--- config.mk ---
export PLATFORM = sky130hd
export DESIGN_NAME = axi4_lite_slave_regs
export DESIGN_NICKNAME = d
export VERILOG_FILES = /design/src/rtl/axi4_lite_pkg.sv /design/src/rtl/axi4_lite_slv_regfile.sv /design/src/rtl/axi4_lite_slave_regs.sv
export SDC_FILE = /design/constraint.sdc
export NUM_CORES = 1
export LEC_CHECK = 0
export CAP_MARGIN = 0
export CORE_MARGIN = 2
export CORE_UTILIZATION = 40
export DETAILED_ROUTE_END_ITERATION = 7
export PLACE_DENSITY_LB_ADDON = 0.08
export SLEW_MARGIN = 5
export SYNTH_ARGS = -nofsm -noshare
export SYNTH_HDL_FRONTEND = slang
export SYNTH_HIERARCHICAL = 1
export SYNTH_SLANG_ARGS = --single-unit
--- constraint.sdc ---
create_clock -name clk -period 7.5 [get_ports clk]
set_input_delay 1.5 -clock clk [delete_from_list [all_inputs] [get_ports clk]]
set_output_delay 1.5 -clock clk [all_outputs]
set_load 0.03 [all_outputs]
--- src/rtl/axi4_lite_pkg.sv ---
// Shared AXI4-Lite constants, response codes and FSM state types.
package axi4_lite_pkg;

    localparam int unsigned AXIL_DATA_W = 32;
    localparam int unsigned AXIL_ADDR_W = 32;
    localparam int unsigned AXIL_STRB_W = 4;

    localparam logic [1:0] RESP_OKAY   = 2'b00;
    localparam logic [1:0] RESP_SLVERR = 2'b10;

    typedef enum logic [1:0] {W_IDLE, W_ADDR, W_DATA, W_RESP} wr_state_e;
    typedef enum logic       {R_IDLE, R_DATA} rd_state_e;

endpackage

--- src/rtl/axi4_lite_slv_regfile.sv ---
// NUM_REGS x 32 register array: one byte-strobed synchronous write port,
// one combinational read port; every entry resets to RESET_VAL.
module axi4_lite_slv_regfile
    import axi4_lite_pkg::*;
#(
    parameter int unsigned NUM_REGS  = 16,
    parameter logic [31:0] RESET_VAL = 32'h0000_0000,
    localparam int unsigned IDX_W    = $clog2(NUM_REGS)
) (
    input  logic                   clk,
    input  logic                   rst,
    input  logic                   we,
    input  logic [IDX_W-1:0]       waddr,
    input  logic [AXIL_DATA_W-1:0] wdata,
    input  logic [AXIL_STRB_W-1:0] wstrb,
    input  logic [IDX_W-1:0]       raddr,
    output logic [AXIL_DATA_W-1:0] rdata
);

    logic [AXIL_DATA_W-1:0] regs [NUM_REGS];

    always_ff @(posedge clk) begin
        if (rst) begin
            for (int unsigned r = 0; r < NUM_REGS; r++) begin
                regs[r] <= RESET_VAL;
            end
        end else if (we) begin
            for (int unsigned i = 0; i < AXIL_STRB_W; i++) begin
                if (wstrb[i]) begin
                    regs[waddr][8*i +: 8] <= wdata[8*i +: 8];
                end
            end
        end
    end

    assign rdata = regs[raddr];

endmodule

--- src/rtl/axi4_lite_slave_regs.sv ---
// AXI4-Lite slave exposing NUM_REGS 32-bit registers; independent write/read FSMs.
// Define AXIL_SLV_ERR_EN to answer out-of-range accesses with SLVERR.
module axi4_lite_slave_regs
    import axi4_lite_pkg::*;
#(
    parameter int unsigned NUM_REGS  = 16,
    parameter logic [31:0] RESET_VAL = 32'h0000_0000
) (
    input  logic                   clk,
    input  logic                   rst,
    input  logic [AXIL_ADDR_W-1:0] awaddr,
    input  logic                   awvalid,
    output logic                   awready,
    input  logic [AXIL_DATA_W-1:0] wdata,
    input  logic [AXIL_STRB_W-1:0] wstrb,
    input  logic                   wvalid,
    output logic                   wready,
    output logic [1:0]             bresp,
    output logic                   bvalid,
    input  logic                   bready,
    input  logic [AXIL_ADDR_W-1:0] araddr,
    input  logic                   arvalid,
    output logic                   arready,
    output logic [AXIL_DATA_W-1:0] rdata,
    output logic [1:0]             rresp,
    output logic                   rvalid,
    input  logic                   rready
);

    localparam int unsigned IDX_W = $clog2(NUM_REGS);
    localparam logic [AXIL_ADDR_W-1:0] SPAN = AXIL_ADDR_W'(NUM_REGS * 4);

    wr_state_e wr_state;
    rd_state_e rd_state;

    logic [AXIL_ADDR_W-1:0] aw_lat;
    logic [AXIL_DATA_W-1:0] wd_lat;
    logic [AXIL_STRB_W-1:0] ws_lat;

    logic                   commit;
    logic [AXIL_ADDR_W-1:0] c_addr;
    logic [AXIL_DATA_W-1:0] c_data;
    logic [AXIL_STRB_W-1:0] c_strb;
    logic                   wr_in_range;
    logic                   rd_in_range;
    logic                   rf_we;
    logic [1:0]             wr_resp;
    logic [1:0]             rd_resp;
    logic [AXIL_DATA_W-1:0] rf_rdata;

    assign awready = !rst && (wr_state == W_IDLE || wr_state == W_DATA);
    assign wready  = !rst && (wr_state == W_IDLE || wr_state == W_ADDR);
    assign arready = !rst && (rd_state == R_IDLE);

    // Commit source: live channel inputs, or the half captured in W_ADDR/W_DATA.
    always_comb begin
        commit = 1'b0;
        c_addr = awaddr;
        c_data = wdata;
        c_strb = wstrb;
        case (wr_state)
            W_IDLE: commit = awvalid && wvalid;
            W_ADDR: begin
                commit = wvalid;
                c_addr = aw_lat;
            end
            W_DATA: begin
                commit = awvalid;
                c_data = wd_lat;
                c_strb = ws_lat;
            end
            default: commit = 1'b0;
        endcase
    end

    assign wr_in_range = (c_addr < SPAN);
    assign rd_in_range = (araddr < SPAN);
    assign rf_we       = !rst && commit && wr_in_range;

`ifdef AXIL_SLV_ERR_EN
    assign wr_resp = wr_in_range ? RESP_OKAY : RESP_SLVERR;
    assign rd_resp = rd_in_range ? RESP_OKAY : RESP_SLVERR;
`else
    assign wr_resp = RESP_OKAY;
    assign rd_resp = RESP_OKAY;
`endif

    axi4_lite_slv_regfile #(
        .NUM_REGS  (NUM_REGS),
        .RESET_VAL (RESET_VAL)
    ) u_regfile (
        .clk   (clk),
        .rst   (rst),
        .we    (rf_we),
        .waddr (c_addr[2 +: IDX_W]),
        .wdata (c_data),
        .wstrb (c_strb),
        .raddr (araddr[2 +: IDX_W]),
        .rdata (rf_rdata)
    );

    always_ff @(posedge clk) begin
        if (rst) begin
            wr_state <= W_IDLE;
            bvalid   <= 1'b0;
            bresp    <= RESP_OKAY;
            aw_lat   <= '0;
            wd_lat   <= '0;
            ws_lat   <= '0;
        end else begin
            case (wr_state)
                W_IDLE: begin
                    if (commit) begin
                        bvalid   <= 1'b1;
                        bresp    <= wr_resp;
                        wr_state <= W_RESP;
                    end else if (awvalid) begin
                        aw_lat   <= awaddr;
                        wr_state <= W_ADDR;
                    end else if (wvalid) begin
                        wd_lat   <= wdata;
                        ws_lat   <= wstrb;
                        wr_state <= W_DATA;
                    end
                end
                W_ADDR, W_DATA: begin
                    if (commit) begin
                        bvalid   <= 1'b1;
                        bresp    <= wr_resp;
                        wr_state <= W_RESP;
                    end
                end
                W_RESP: begin
                    if (bready) begin
                        bvalid   <= 1'b0;
                        wr_state <= W_IDLE;
                    end
                end
                default: wr_state <= W_IDLE;
            endcase
        end
    end

    // Read data is captured before this edge's write lands, so a same-edge
    // write to the same register returns the old value.
    always_ff @(posedge clk) begin
        if (rst) begin
            rd_state <= R_IDLE;
            rvalid   <= 1'b0;
            rdata    <= '0;
            rresp    <= RESP_OKAY;
        end else begin
            case (rd_state)
                R_IDLE: begin
                    if (arvalid) begin
                        rdata    <= rd_in_range ? rf_rdata : '0;
                        rresp    <= rd_resp;
                        rvalid   <= 1'b1;
                        rd_state <= R_DATA;
                    end
                end
                R_DATA: begin
                    if (rready) begin
                        rvalid   <= 1'b0;
                        rd_state <= R_IDLE;
                    end
                end
                default: rd_state <= R_IDLE;
            endcase
        end
    end

endmodule

==> impl_metrics.prom, run 1 <==
# TYPE chip_impl_metric gauge
chip_impl_metric{name="static-leakage-power",unit="nW"} 10.1
chip_impl_metric{name="cp.arrival",unit="ns"} 5.26
chip_impl_metric{name="portBuffers",unit=""} 139
chip_impl_metric{name="pin_slew_with_the_least_headroom_to_its_limit",unit="ns"} 1.03
chip_impl_metric{name="area_growth_syn_to_layout",unit="%"} 15.1
chip_impl_metric{name="multiInputGateArea",unit="sq um"} 8610
chip_impl_info{name="worst_setup_path_start_kind",value="primary input"} 1
chip_impl_metric{name="drive_above_1_share",unit="%"} 17.6
chip_impl_metric{name="clock_buffers_created_by_tritoncts",unit=""} 69
chip_impl_metric{name="detailroute.via_count",unit=""} 16200
chip_impl_metric{name="floorplan.initialDensity",unit="%"} 40.2
chip_impl_metric{name="gp_congestion",unit=""} 0.754
chip_impl_info{name="min_delay_path_class",value="register to register"} 1
chip_impl_metric{name="antenna_left",unit=""} 0
chip_impl_metric{name="postCtsResizedCells",unit=""} 0
chip_impl_metric{name="detailed_route_drc_error_count",unit=""} 0
chip_impl_metric{name="timing.fmax",unit="GHz"} 0.198
chip_impl_metric{name="tns",unit="ns"} 0
chip_impl_metric{name="path_max_fanout",unit=""} 16
chip_impl_info{name="crit_type",value="primary input to register"} 1
chip_impl_info{name="worstReg2RegEnd",value="u_regfile/regs[9][14]$_SDFFCE_PN0P_"} 1
chip_impl_metric{name="postSynthAreaPerCell",unit="sq um"} 13.3
chip_impl_info{name="critical_path.slowest_cell",value="o21bai_1"} 1
chip_impl_metric{name="floorplan.io_pins",unit=""} 148
chip_impl_metric{name="final_net_count",unit=""} 2193
chip_impl_metric{name="drt-vias-per-instance",unit=""} 5.40
chip_impl_metric{name="timing.final.crit_share",unit="%"} 67.3
chip_impl_metric{name="layout.cells.non_filler",unit=""} 3007
chip_impl_metric{name="power_density",unit="nW/um^2"} 264
chip_impl_metric{name="clkTransAtPathRegs",unit="ns"} 0.06
chip_impl_metric{name="cts_setup_buffers",unit=""} 0
chip_impl_metric{name="grt-ovfl-total",unit=""} 0
chip_impl_info{name="unrepaired_setup_endpoints_after_global_routing",value="no"} 1
chip_impl_metric{name="floorplan.die.height",unit="um"} 263
chip_impl_metric{name="final-seq-area",unit="sq um"} 17400
chip_impl_metric{name="design.die.area",unit="sq um"} 69300
chip_impl_metric{name="post-dp-hpwl",unit="um"} 44200
chip_impl_metric{name="sequential_fraction_of_the_synthesis_area",unit="%"} 64.8
chip_impl_metric{name="detail_route.wl_per_cell",unit="um"} 23.6
chip_impl_metric{name="worst_ep_required_time",unit="ns"} 7.72
chip_impl_metric{name="antenna_cells_inserted",unit=""} 0
chip_impl_metric{name="time_the_worst_path_needs_with_i_o_delays_and_setup",unit="ns"} 5.05
chip_impl_info{name="chain_of_cells_forming_the_critical_path",value="clkdlybuf4s50_1, a22oi_1, a21oi_1, o211ai_1, nor3_2, nand3b_1, o21bai_1"} 1
chip_impl_metric{name="ys_seq_elements",unit=""} 615
chip_impl_metric{name="max_cap_viols",unit=""} 0
chip_impl_metric{name="route.final.wire_length",unit="um"} 70900
chip_impl_metric{name="rrSetupSlack",unit="ns"} 2.81
chip_impl_metric{name="timing.clock.skew",unit="ns"} 0.0165
chip_impl_metric{name="yosysWarningCount",unit=""} 6
chip_impl_metric{name="finalPower",unit="W"} 0.00817
chip_impl_metric{name="ff2ff_path_depth",unit=""} 8
chip_impl_metric{name="htree_num_levels",unit=""} 3
chip_impl_metric{name="die_width",unit="um"} 263
chip_impl_metric{name="timing.final.hold_violations",unit=""} 0
chip_impl_metric{name="drt_first_iter_violations",unit=""} 1382
chip_impl_metric{name="cts_stage_hold_buffer_count",unit=""} 0
chip_impl_metric{name="layout.core_utilization",unit="%"} 46.3
chip_impl_metric{name="netlist_instances",unit=""} 2019
chip_impl_metric{name="dp_cells",unit=""} 2883
chip_impl_metric{name="antenna_violations_before_repair",unit=""} 0
chip_impl_metric{name="cts_sinks",unit=""} 615
chip_impl_metric{name="timing_max_transition_violations_final",unit=""} 0
chip_impl_info{name="cts_tree",value="done"} 1
chip_impl_info{name="cts-root-buf",value="clkbuf_16"} 1
chip_impl_info{name="status",value="complete, no violations"} 1
chip_impl_metric{name="core-area",unit="sq um"} 66900
chip_impl_info{name="ys.flop_type",value="edfxtp_1"} 1
chip_impl_metric{name="drtPass1Iterations",unit=""} 7
chip_impl_metric{name="setup_violations_final",unit=""} 0
chip_impl_metric{name="irDropWorstVdd",unit="V"} 0.000215
chip_impl_info{name="setup.worst_path.end_class",value="register"} 1
chip_impl_metric{name="layout.filler_cells",unit=""} 5984
chip_impl_info{name="final_common_cell",value="edfxtp_1"} 1
chip_impl_metric{name="finalInstanceArea",unit="sq um"} 31000
chip_impl_metric{name="edff_count_synth",unit=""} 512
chip_impl_info{name="worstReg2RegStart",value="wr_state[1]$_SDFFE_PP0P_"} 1
chip_impl_metric{name="synthArstFlopShare",unit="%"} 0
chip_impl_info{name="hold_end",value="aw_lat[2]$_SDFFE_PP0P_"} 1
chip_impl_metric{name="clock_insertion_delay_worst_skew",unit="ns"} 0.60
chip_impl_metric{name="ys_types",unit=""} 50
chip_impl_metric{name="max_slew_margin",unit="%"} 30.9
chip_impl_metric{name="detailed_place.area",unit="sq um"} 28800
chip_impl_metric{name="synth.cell_area",unit="sq um"} 26900
chip_impl_info{name="min-delay-start",value="aw_lat[2]$_SDFFE_PP0P_"} 1
chip_impl_metric{name="first_global_vias",unit=""} 16500
chip_impl_metric{name="grt_usage",unit="%"} 20.6
chip_impl_metric{name="grt_first_pass_wirelength",unit="um"} 106000
chip_impl_metric{name="critical-path-max-stage-delay",unit="ns"} 1.03
chip_impl_metric{name="cts_buffer_depth",unit=""} 3
chip_impl_metric{name="grt_start_max_net_pins",unit=""} 78
chip_impl_metric{name="row_count",unit=""} 95
chip_impl_metric{name="hold-path-cell-count",unit=""} 2
chip_impl_info{name="most_used_cells_in_the_layout_excluding_fill_and_tap_cells",value="512 x edfxtp_1, 495 x nor2_1, 177 x nand2_1"} 1
-- cells by family (layout without fill, tap and decap cells) --
logic type | Yosys count | in the layout | share of synthesized area [%]
compound gates | 241 | 241 | 6.69
fa+ha+maj | 5 | 5 | 0.233
other cells | 1 | 4 | 0.0139
simple gates | 804 | 804 | 12.6
flops | 615 | 615 | 64.8
mux | 168 | 168 | 12.4
buf+inv | 185 | 297 | 3.27
-- state kept, by name, summed over array words and instances (netlist names) --
name / cells
u_regfile/regs: 512
rdata: 32
wd_lat: 32
aw_lat: 30
ws_lat: 4
wr_state: 2
bvalid: 1
rd_state: 1
rvalid: 1
-- cells in the mapped netlist, types with 31 or more instances --
library cell,count,share of area (%)
a22o_1,33,1.1
mux2_2,40,1.7
clkbuf_1,115,1.6
dfxtp_1,103,7.7
a21oi_1,41,0.76
nand2_1,177,2.5
o21bai_1,60,1.7
a22oi_1,65,1.8
and2_1,33,0.77
buf_2,31,0.58
mux4_2,128,11
edfxtp_1,512,57
nor2_1,497,6.9
-- critical path: cells and delay by family --
kind	cells	cell delay (ns)
and+or+nand+nor	2	1.46
buffers and inverters	1	0.62
AOI/OAI and AO/OA	4	1.66
-- metal layers --
metal / part of all wire (%) / wire length, um / up-vias / GRT usage (%)
met1: 44 / 31200 / 8199 / 28.4
met3: 6.4 / 4540 / 71 / 3.84
met5: 0 / 0 / - / 0
met2: 48 / 34100 / 506 / 33.7
met4: 1.5 / 1040 / 0 / 5.02
li1: - / - / 7462 / -
-- how the worst max path moves through the flow --
stage,startpoint,endpoint,slack [ns],cells after the start
finish,wvalid,u_regfile/regs[9][14]$_SDFFCE_PN0P_,2.45,7
global route,wvalid,u_regfile/regs[9][14]$_SDFFCE_PN0P_,2.15,7
CTS,wvalid,u_regfile/regs[9][29]$_SDFFCE_PN0P_,2.45,7
detailed placement,wvalid,u_regfile/regs[9][27]$_SDFFCE_PN0P_,1.81,7
global placement,awaddr[16],u_regfile/regs[12][12]$_SDFFCE_PN0P_,1.84,7
floorplan,rst,awready,3.70,3
-- where the power goes --
group          total (W)  switching [W]  internal, W
logic           0.000999       0.000644     0.000354
clock network    0.00328        0.00136      0.00192
registers        0.00389      0.0000553      0.00384
total            0.00817        0.00206      0.00611
-- final cells by class --
cell class | count | area share (%)
Tap cell | 873 | 3.53
Inverter | 4 | 0.0485
Clock buffer | 97 | 6.18
Clock inverter | 27 | 0.825
Sequential cell | 615 | 56.3
Multi-Input combinational cell | 1222 | 27.8
Timing Repair Buffer | 169 | 5.26
-- through the flow --
| step | hold slack [ns] | worst slack [ns] |
|---|---|---|
| floorplan | 0.433 | 3.70 |
| global placement | 0.439 | 1.84 |
| detailed placement | 0.443 | 1.81 |
| CTS | 0.452 | 2.45 |
| global route | 0.472 | 2.15 |
| finish | 0.453 | 2.45 |
(Power assumes the default switching activity.)
==> inputs of run 2 (changes only) <==
- clock period: 7.5 -> 4.88 ns (I/O delays scaled with it)
==> run 2 against run 1 <==
Compared with the run above: total power rose by 57%; final area grew 2.4%; worst setup slack worse by 1.2 ns; count of clock-buffer cells in the layout is 6 lower; critical path depth grew 4; die area unchanged; first-iteration DRC count decreased by 8.9%; combinational power grew 60%; clock power up 59%; clock skew rose by 0.0019 ns.
==> impl_metrics.prom, run 2 (synthesis gave the netlist of run 1 again) <==
# TYPE chip_impl_metric gauge
chip_impl_metric{name="postCtsResizedCells",unit=""} 0
chip_impl_metric{name="final_net_count",unit=""} 2274
chip_impl_metric{name="finalPower",unit="W"} 0.0128
chip_impl_metric{name="tns",unit="ns"} 0
chip_impl_metric{name="grt-ovfl-total",unit=""} 0
chip_impl_metric{name="flip_flop_count_of_the_largest_register_all_copies_and_words_added",unit=""} 512
chip_impl_metric{name="timing.clock.skew",unit="ns"} 0.0185
chip_impl_metric{name="max_slew_margin",unit="%"} 29.9
chip_impl_info{name="cts_tree",value="done"} 1
chip_impl_metric{name="drtPass1Iterations",unit=""} 5
chip_impl_metric{name="drt-vias-per-instance",unit=""} 5.38
chip_impl_info{name="most_used_cells_in_the_layout_excluding_fill_and_tap_cells",value="512 x edfxtp_1, 495 x nor2_1, 177 x nand2_1"} 1
chip_impl_metric{name="floorplan.io_pins",unit=""} 148
chip_impl_info{name="cell_family_with_the_largest_share_of_critical_path_delay",value="buffers and inverters"} 1
chip_impl_metric{name="portBuffers",unit=""} 139
chip_impl_metric{name="first_global_vias",unit=""} 16900
chip_impl_metric{name="max_cap_viols",unit=""} 0
chip_impl_metric{name="drive_above_1_share",unit="%"} 20.8
chip_impl_metric{name="row_count",unit=""} 95
chip_impl_metric{name="detail_route.wl_per_cell",unit="um"} 23.6
chip_impl_metric{name="cts_stage_hold_buffer_count",unit=""} 0
chip_impl_metric{name="critical-path-max-stage-delay",unit="ns"} 0.57
chip_impl_metric{name="met3_length",unit="um"} 5370
chip_impl_metric{name="area_growth_syn_to_layout",unit="%"} 17.8
chip_impl_info{name="final_common_cell",value="edfxtp_1"} 1
chip_impl_metric{name="time_the_worst_path_needs_with_i_o_delays_and_setup",unit="ns"} 3.59
chip_impl_metric{name="cts_sinks",unit=""} 615
chip_impl_metric{name="clkTransAtPathRegs",unit="ns"} 0.06
chip_impl_info{name="route.top_layer_used",value="met4"} 1
chip_impl_metric{name="floorplan.die.height",unit="um"} 263
chip_impl_metric{name="design.die.area",unit="sq um"} 69300
chip_impl_info{name="top_regs",value="u_regfile/regs (512), rdata (32), wd_lat (32)"} 1
chip_impl_metric{name="setup_violations_final",unit=""} 0
chip_impl_metric{name="timing.fmax",unit="GHz"} 0.278
chip_impl_metric{name="static-leakage-power",unit="nW"} 10.6
chip_impl_metric{name="clock_buffers_created_by_tritoncts",unit=""} 70
chip_impl_metric{name="met1_length",unit="um"} 31600
chip_impl_metric{name="htree_num_levels",unit=""} 3
chip_impl_metric{name="timing_max_transition_violations_final",unit=""} 0
chip_impl_metric{name="layout.cells.non_filler",unit=""} 3087
chip_impl_metric{name="irDropWorstVdd",unit="V"} 0.000321
chip_impl_metric{name="grt_usage",unit="%"} 21.2
chip_impl_metric{name="antenna_left",unit=""} 0
chip_impl_info{name="chain_of_cells_forming_the_critical_path",value="inv_1, ha_1, nor4b_1, nand4_1, a22o_1, nor3_1, buf_4, nand3b_1, buf_4, o21bai_1, buf_4"} 1
chip_impl_metric{name="timing.final.hold_violations",unit=""} 0
chip_impl_metric{name="grt_start_max_net_pins",unit=""} 55
chip_impl_metric{name="cts_buffer_depth",unit=""} 3
chip_impl_metric{name="route.final.wire_length",unit="um"} 72800
chip_impl_metric{name="layout.filler_cells",unit=""} 5852
chip_impl_metric{name="clock_insertion_delay_worst_skew",unit="ns"} 0.60
chip_impl_metric{name="detailed_route_drc_error_count",unit=""} 0
chip_impl_metric{name="timing.final.crit_share",unit="%"} 73.7
chip_impl_metric{name="dp_cells",unit=""} 2963
chip_impl_metric{name="timing.critical_path.buf_inv",unit=""} 4
chip_impl_metric{name="cts_setup_buffers",unit=""} 0
chip_impl_info{name="cts-root-buf",value="clkbuf_16"} 1
chip_impl_metric{name="die_width",unit="um"} 263
chip_impl_info{name="worst_setup_path_start_kind",value="register"} 1
chip_impl_metric{name="power_density",unit="nW/um^2"} 404
chip_impl_metric{name="cp.arrival",unit="ns"} 3.91
chip_impl_metric{name="antenna_violations_before_repair",unit=""} 1
chip_impl_metric{name="detailroute.via_count",unit=""} 16600
chip_impl_metric{name="grt_first_pass_wirelength",unit="um"} 109000
chip_impl_metric{name="wl_met2",unit="um"} 34400
chip_impl_metric{name="path_max_fanout",unit=""} 16
chip_impl_info{name="crit_type",value="register to register"} 1
chip_impl_info{name="registers.top_by_ff_count",value="u_regfile/regs"} 1
chip_impl_info{name="critical_path.slowest_cell",value="ha_1"} 1
chip_impl_metric{name="gp_congestion",unit=""} 0.772
chip_impl_metric{name="post-dp-hpwl",unit="um"} 46900
chip_impl_metric{name="hold_ws",unit="ns"} 0.452
chip_impl_metric{name="pin_slew_with_the_least_headroom_to_its_limit",unit="ns"} 1.05
chip_impl_info{name="most_used_cell_cp",value="buf_4"} 1
chip_impl_metric{name="worst_ep_required_time",unit="ns"} 5.20
chip_impl_metric{name="core-area",unit="sq um"} 66900
chip_impl_info{name="setup.worst_path.end_class",value="register"} 1
chip_impl_metric{name="floorplan.initialDensity",unit="%"} 40.2
chip_impl_info{name="status",value="complete, no violations"} 1
chip_impl_metric{name="drt_first_iter_violations",unit=""} 1259
chip_impl_info{name="min_delay_path_class",value="register to register"} 1
chip_impl_info{name="unrepaired_setup_endpoints_after_global_routing",value="no"} 1
==> run 2: cell types whose count changed in the layout (fill, tap and decap cells not counted), moves of 2 or more <==
cell,delta
inv_6,-5
buf_12,+3
clkinvlp_4,+2
bufinv_16,+2
clkinv_2,+4
clkbuf_1,-11
clkinv_1,+3
clkbuf_16,+3
buf_4,+77
==> run 2: layout make-up <==
type,count,area (sq um),share of cell area [%]
flip-flops and latches,615,17400,55.0
clock buffers,91,1970,6.20
inverters,4,15.0,0.0474
clock inverters,32,302,0.952
well taps,873,1090,3.45
multi-input cells,1222,8610,27.2
diodes,1,2.50,0.00790
repair buffers,249,2270,7.15
==> run 2: metrics by stage <==
step | worst slack [ns] | utilization, % | instance area, sq um
after detailed placement | 0.802 | 44.0 | 29400
after floorplan | 1.62 | - | 26900
after CTS | 1.22 | 47.3 | 31700
after global routing | 0.980 | 47.3 | 31700
final | 1.29 | 47.4 | 31700
after global placement | 0.829 | 44.0 | 29400
==> run 2: worst register-to-register path, delay by kind of cell (launching register included) <==
family / cells / cell delay, ns
AOI/OAI and AO/OA: 2 / 0.81
buffers and inverters: 4 / 0.81
and+or+nand+nor: 4 / 0.76
DFF: 1 / 0.36
adders and majority gates: 1 / 0.57
==> run 2: power breakdown <==
| group | leakage, nW | total [W] | switching (W) | internal [W] |
|---|---|---|---|---|
| combinational | 3.36 | 0.00160 | 0.00101 | 0.000590 |
| sequential | 6.12 | 0.00597 | 0.0000817 | 0.00589 |
| clock | 1.12 | 0.00523 | 0.00209 | 0.00314 |
==> run 2: routing by layer <==
metal / track usage (%) / vias to the layer above
li1: - / 7619
met1: 29.7 / 8318
met2: 33.9 / 572
met3: 3.82 / 97
met4: 5.96 / 0
met5: 0 / -
==> run 2: path summary, 6_finish.rpt <==
check / from / to / slack, ns / depth (start not counted)
setup / recovery: wr_state[1]$_SDFFE_PP0P_ / u_regfile/regs[2][4]$_SDFFCE_PN0P_ / 1.29 / 11
hold / removal: wd_lat[4]$_SDFFE_PP0P_ / wd_lat[4]$_SDFFE_PP0P_ / 0.45 / 2
setup reg to reg: wr_state[1]$_SDFFE_PP0P_ / u_regfile/regs[2][4]$_SDFFCE_PN0P_ / 1.29 / 11
hold reg to reg: wd_lat[4]$_SDFFE_PP0P_ / wd_lat[4]$_SDFFE_PP0P_ / 0.45 / 2
